<file path="src/rtl/sdf_stage_ctrl.sv">
// Control sequencer for one radix-2 SDF FFT stage: delay-line step, butterfly select, twiddle address, output framing.
// Outputs decode combinationally from registered state plus in_valid; in_ready drops only while flushing zeros.
module sdf_stage_ctrl #(
    parameter int MEMORY_DEPTH  = 8,
    parameter int CNT_WIDTH     = 4,
    parameter int TW_ADDR_WIDTH = 3
) (
    input  logic                     clk,
    input  logic                     rst,
    input  logic                     in_valid,
    input  logic                     in_sof,
    input  logic                     flush,
    output logic                     in_ready,
    output logic                     step,
    output logic                     zero_in,
    output logic                     bf_sel,
    output logic [TW_ADDR_WIDTH-1:0] tw_addr,
    output logic                     out_valid,
    output logic                     out_sof,
    output logic                     busy,
    output logic                     sof_err
);

    typedef enum logic [1:0] {
        S_IDLE  = 2'd0,
        S_FILL  = 2'd1,
        S_RUN   = 2'd2,
        S_FLUSH = 2'd3
    } state_t;

    localparam logic [CNT_WIDTH-1:0] CNT_ONE   = CNT_WIDTH'(1);
    localparam logic [CNT_WIDTH-1:0] CNT_HALF  = CNT_WIDTH'(MEMORY_DEPTH);
    localparam logic [CNT_WIDTH-1:0] CNT_LASTH = CNT_WIDTH'(MEMORY_DEPTH - 1);

    state_t                 state_q, state_d;
    logic [CNT_WIDTH-1:0]   cnt_q, cnt_d;
    logic                   sof_err_q, sof_err_d;
    logic                   resync;

    always_comb begin
        // A start-of-frame mid-count realigns the stage onto the new frame.
        resync    = in_valid & in_sof & (cnt_q != '0) & ((state_q == S_FILL) | (state_q == S_RUN));
        bf_sel    = cnt_q[CNT_WIDTH-1];
        tw_addr   = bf_sel ? '0 : cnt_q[TW_ADDR_WIDTH-1:0];
        zero_in   = (state_q == S_FLUSH);
        in_ready  = (state_q != S_FLUSH);
        busy      = (state_q != S_IDLE);
        sof_err   = sof_err_q;

        step = 1'b0;
        unique case (state_q)
            S_IDLE:         step = in_valid & in_sof;
            S_FILL, S_RUN:  step = in_valid;
            S_FLUSH:        step = 1'b1;
            default:        step = 1'b0;
        endcase

        out_valid = step & ((state_q == S_RUN) | (state_q == S_FLUSH)) & ~resync;
        out_sof   = out_valid & (state_q == S_RUN) & (cnt_q == CNT_HALF);
    end

    always_comb begin
        state_d   = state_q;
        cnt_d     = cnt_q;
        sof_err_d = sof_err_q | resync;

        unique case (state_q)
            S_IDLE: begin
                if (in_valid & in_sof) begin
                    state_d = S_FILL;
                    cnt_d   = CNT_ONE;
                end
            end
            S_FILL, S_RUN: begin
                if (resync) begin
                    state_d = S_FILL;
                    cnt_d   = CNT_ONE;
                end else if (in_valid) begin
                    cnt_d = cnt_q + CNT_ONE;
                    if ((state_q == S_FILL) && (cnt_q == CNT_LASTH)) begin
                        state_d = S_RUN;
                    end
                end else if ((state_q == S_RUN) && flush && (cnt_q == '0)) begin
                    state_d = S_FLUSH;
                end
            end
            S_FLUSH: begin
                if (cnt_q == CNT_LASTH) begin
                    state_d = S_IDLE;
                    cnt_d   = '0;
                end else begin
                    cnt_d = cnt_q + CNT_ONE;
                end
            end
            default: begin
                state_d = S_IDLE;
                cnt_d   = '0;
            end
        endcase
    end

    always_ff @(posedge clk) begin
        if (rst) begin
            state_q   <= S_IDLE;
            cnt_q     <= '0;
            sof_err_q <= 1'b0;
        end else begin
            state_q   <= state_d;
            cnt_q     <= cnt_d;
            sof_err_q <= sof_err_d;
        end
    end

endmodule
</file>
<file path="config.mk">
export PLATFORM = sky130hd
export DESIGN_NAME = sdf_stage_ctrl
export DESIGN_NICKNAME = d
export VERILOG_FILES = /design/src/rtl/sdf_stage_ctrl.sv
export SDC_FILE = /design/constraint.sdc
export NUM_CORES = 1
export LEC_CHECK = 0
export CORE_MARGIN = 5
export CORE_UTILIZATION = 35
export CTS_BUF_LIST = sky130_fd_sc_hd__clkbuf_8
export DETAILED_ROUTE_END_ITERATION = 10
export DONT_BUFFER_PORTS = 1
export HOLD_SLACK_MARGIN = 0.1
export SLEW_MARGIN = 0
export SYNTH_ARGS = -nofsm -noshare
export SYNTH_HDL_FRONTEND = slang
export SYNTH_SLANG_ARGS = --single-unit
</file>
<file path="constraint.sdc">
create_clock -name clk -period 2.5 [get_ports clk]
set_clock_uncertainty 0.2 [all_clocks]
set_input_delay 0.75 -clock clk [delete_from_list [all_inputs] [get_ports clk]]
set_output_delay 0.75 -clock clk [all_outputs]
set_load 0.01 [all_outputs]
</file>
# Word level (Yosys, flattened, before mapping)
# Index checks and enable logic that the tools add are counted.
# Widths: inputs -> output; s select.
[word_totals]
inputBits = 5
ff_bits = 7
[classes]
add_sub_neg = 1
bitwise_logic = 11
eq_ne = 11
muxes = 14
n_reduce_logical = 10
[op_table]
columns = ["op", "count"]
rows = [
  ["$mux 4", 4],
  ["$mux 2", 6],
  ["$pmux 4 s3", 1],
  ["$ne 4x4->1 const B", 2],
  ["$and 1x1->1", 7],
  ["$pmux 2 s3", 1],
  ["$add 4x1->4 const B", 1],
  ["$eq 2x2->1 const B", 2],
  ["$eq 4x3->1 const B", 1],
  ["$eq 4x4->1 const B", 1],
  ["$logic_not 4->1", 1],
  ["$ne 2x2->1 const B", 2],
  ["$reduce_and 4->1", 1],
  ["$reduce_bool 4->1", 1],
  ["$logic_and 1x1->1", 3],
  ["$mux 3", 1],
  ["$ne 3x3->1 const B", 1],
  ["$or 1x1->1", 3],
  ["$pmux 1 s3", 1],
  ["$eq 2x1->1 const B", 1],
  ["$logic_not 2->1", 1],
  ["$ne 2x1->1 const B", 1],
  ["$reduce_and 2->1", 1],
  ["$reduce_bool 2->1", 1],
  ["2 further kinds", 2],
]

# Depth between registers and ports, before layout
[logic_depth]
depth_word = 7
mapped_depth = 6
depth_no_buf = 6

# Worst setup path after synthesis
# Ideal clock, no wire load.
[synth_path]
path_type = "flip-flop to output port"
from = "register state_q[0]"
to = "output out_sof"
slack_ps = 167
path_stages_with_launch = 7
t_arrival_ps = 1383
cell_sequence = "dfxtp_1 -> inv_1 -> ha_1 -> mux2_2 -> nand2_1 -> a21oi_1 -> and3_1"
[synth_between]
elab_chain_len = 7
[synth_rtl]
columns = ["item", "line_no", "rtl"]
rows = [
  ["start, declared", "35", "state_t state_q, state_d;"],
  ["start signal, assigned", "108", "state_q <= state_d;"],
  ["$eq 2x2->1 / $eq 2x1->1 (equally long branches)", "--", ""],
  ["$reduce_or 2->1 / $or 1x1->1 (equally long branches)", "51, 42", ""],
  ["$pmux 1 s3 / $and 1x1->1 (equally long branches)", "51, 42", ""],
  ["$and 1x1->1 / $not 1->1 (equally long branches)", "58", "out_valid = step & ((state_q == S_RUN) | (state_q == S_FLUSH)) & ~resync;"],
  ["$and 1x1->1", "58", ""],
  ["$and 1x1->1 * (2 in series)", "59", "out_sof = out_valid & (state_q == S_RUN) & (cnt_q == CNT_HALF);"],
  ["end, declared", "19", "output logic out_sof,"],
]
# Every way passes the cells marked *; elsewhere a longest branch is shown, timed or not.

# Worst setup path after layout
[layout_path]
from = "register state_q[1]"
to = "output out_sof"
# Same word-level chain as after synthesis.

==> results.sh <==
export IMPL_drive_gt1_frac=0.459
export IMPL_die_h_um=52.2
export IMPL_grt_overflow_total=0
export IMPL_switchingPower_w=0.000206
export IMPL_drt_iter0_drc=2
export IMPL_fin_setup_tns_ns=0
export IMPL_drv_cap=0
export IMPL_drc=0
export IMPL_intPower_w=0.000364
export IMPL_routed_wl_um=1580
export IMPL_grt_pass1_vias=537
export IMPL_worst_hold_startpoint="cnt_q[1]"
export IMPL_clock_path_buffers=2
export IMPL_synthTopCellsByArea="dfxtp_1, ha_1, a2111oi_2"
export IMPL_power_density_nw_per_um2=683
export IMPL_worst_skew_pair_late_latency_ns=0.23
export IMPL_place_area_um2=707
export IMPL_multiInputGateArea_um2=512
export IMPL_rsz0062_at_grt="false"
export IMPL_finalMaxSlewViolations=0
export IMPL_syn_num_nets=84
export IMPL_status="finished, final reports clean"
export IMPL_p_leak_nw=0.326
export IMPL_synth_seq_area_share=0.225
export IMPL_cts_hold_buf=0
export IMPL_critPathSlowestCell="dfxtp_2"
export IMPL_yosysMostFrequentCell="inv_1"
export IMPL_vias=576
export IMPL_initial_core_util=0.365
export IMPL_synth_area_um2=623
export IMPL_r2r_slack_ns=0.49
export IMPL_async_flop_share=0
export IMPL_regToRegStartpoint="cnt_q[0]"
export IMPL_firstDrtPassIters=2
export IMPL_hold_ws_ns=0.334
export IMPL_worst_setup_path_type="reg -> out"
export IMPL_slowest_delay_ns=0.32
export IMPL_grt_max_degree=9
export IMPL_io_buffer_count=0
export IMPL_path_max_fanout=5
export IMPL_numClockSinks=7
export IMPL_die_w_um=52.2
export IMPL_avgSynthCellArea_um2=8.65
export IMPL_syn_to_final_growth_pct=33.9
export IMPL_postLayoutCoreUtil=0.489
export IMPL_synthDistinctLibCells=33
export IMPL_whs_endpoint="cnt_q[1]"
export IMPL_synth_top_cell_by_area="dfxtp_1"
export IMPL_antenna_found_initial=0
export IMPL_pin_count=16
export IMPL_cts_tree="built"
export IMPL_fillers=166
export IMPL_ant_nets=0
export IMPL_ys_dominant_reg_cell="dfxtp_1"
export IMPL_hold_viol=0
export IMPL_wl_met2_um=767
export IMPL_post_synth_top_area_fraction=0.225
export IMPL_wire_per_inst_um=14.3
export IMPL_swShare=0.361
export IMPL_endpoint_kind="primary output"
export IMPL_fin_crit_sh=0.972
export IMPL_place_ws_ns=0.0522
export IMPL_die_area_um2=2720
export IMPL_layout_area_seq_um2=148
export IMPL_synthTopCellsByCount="inv_1, dfxtp_1, ha_1, nand2_1, nor2_1"
export IMPL_min_path_type="reg -> reg"
export IMPL_met1_length_um=693
export IMPL_top_layer="met4"
export IMPL_grt_usage=0.120
export IMPL_min_period_ns=2.43
export IMPL_cp_start_kind="flip-flop"
export IMPL_ir_worst_vdd_mv=0.403
export IMPL_synthCells=72
export IMPL_diodes=0
export IMPL_worstPathArrival_ns=1.48
export IMPL_ys_warn_count=0
export IMPL_ctsRootBufferMaster="clkbuf_8"
export IMPL_slew_headroom=0.778
export IMPL_via_per_inst=5.24
export IMPL_r2r_end="state_q[0]"
export IMPL_clk_pin_slew_worst_paths_ns=0.05
export IMPL_grt_pass1_wl_um=2390
export IMPL_route_met3_wl_um=99
export IMPL_pwr_share_comb=0.470
export IMPL_fp_row_count=15
export IMPL_gp_congestion=0.805
export IMPL_cts_buffers_inserted=3
export IMPL_hold_depth=1
export IMPL_htreeDepth=1
export IMPL_synth_edf_count=0
export IMPL_seqPwrFrac=0.246
export IMPL_ys_ff_latch=7
export IMPL_reg2reg_depth=8
export IMPL_fin_area_um2=835
export IMPL_fin_ws_ns=0.0701
export IMPL_timing_fmax_mhz=412
export IMPL_tightest_slew_ns=0.332
export IMPL_clkPwrFrac=0.284
export IMPL_fin_nets=98
export IMPL_required_ns=1.55
export IMPL_setup_violations=0
export IMPL_core_um2=1710
export IMPL_path_cells="inv_2 > ha_4 > mux2_4 > nand2_2 > a21oi_2 > and3_4"
export IMPL_dp_hpwl_um=1220
## cell type report
class	count	area share
multi-input cells	57	0.613
flip-flops and latches	7	0.177
repair buffers	9	0.0810
clock buffers	3	0.0495
well taps	25	0.0375
inverters	8	0.0360
clock inverters	1	0.00600
## power by group through the flow
| stage | Sequential, W | Clock [W] | Combinational [W] |
|---|---|---|---|
| after global placement | 0.000137 | 0 | 0.000225 |
| after floorplan | 0.000140 | 0 | 0.000159 |
| after detailed placement | 0.000136 | 0 | 0.000225 |
| final | 0.000140 | 0.000162 | 0.000268 |
| after global routing | 0.000143 | 0.000175 | 0.000293 |
| after CTS | 0.000137 | 0.000165 | 0.000244 |
## logic make-up after synthesis
family	synth area share
and+or+nand+nor	0.261
AOI/OAI and AO/OA	0.291
buffers and inverters	0.0482
adders and majority gates	0.141
DFF	0.225
muxes	0.0341
## worst max path at each step
stage	startpoint	depth (start not counted)	to	slack, ns
5_1_grt	state_q[0]	6	out_sof	0.002
3_3_place_gp	cnt_q[0]	6	out_sof	0.09
2_1_floorplan	state_q[0]	6	out_sof	0.17
4_1_cts	cnt_q[0]	6	out_sof	0.0007
3_5_place_dp	cnt_q[0]	6	out_sof	0.05
6_report	state_q[1]	6	out_sof	0.07
## sequential cells by signal, indices dropped and copies added, names as in the netlist
name	count
sof_err	1
state_q	2
cnt_q	4
## per-layer routing
layer / track usage / vias up
met5: 0 / -
met4: 0.0383 / 0
met3: 0.0484 / 2
met2: 0.203 / 15
met1: 0.136 / 264
li1: - / 295
## per-stage QoR
stage / cells / total power [W]
after floorplan: 72 / 0.000299
after global placement: 104 / 0.000362
after detailed placement: 104 / 0.000361
after CTS: 109 / 0.000546
after global routing: 110 / 0.000611
final: 110 / 0.000570
## placed cells by master, fill, tap and decap left out, drive strengths merged, types with 2 or more instances in the layout
| master | n |
|---|---|
| o21ai | 3 |
| a2111oi | 2 |
| nor2 | 5 |
| nand2b | 2 |
| dfxtp | 7 |
| nand4b | 2 |
| nor3b | 2 |
| and3 | 2 |
| inv | 8 |
| nand2 | 7 |
| a31o | 2 |
| or2 | 2 |
| buf | 9 |
| ha | 7 |
| a21oi | 4 |
| clkbuf | 3 |
## timing repair
action                     4_1_cts  5_1_grt
pin swaps                        1        4
setup endpoints to repair        2        2
gates cloned                     0        0
resized for setup                6       12
setup buffers                    1        1
## critical path: cells and delay by family, from the launching register on
| family | cells | cell delay (ns) |
|---|---|---|
| simple gates | 2 | 0.27 |
| buf+inv | 1 | 0.06 |
| compound gates | 1 | 0.06 |
| flops | 1 | 0.32 |
| mux | 1 | 0.28 |
| fa+ha+maj | 1 | 0.26 |
Note: power is estimated with default switching activity, not from simulation.
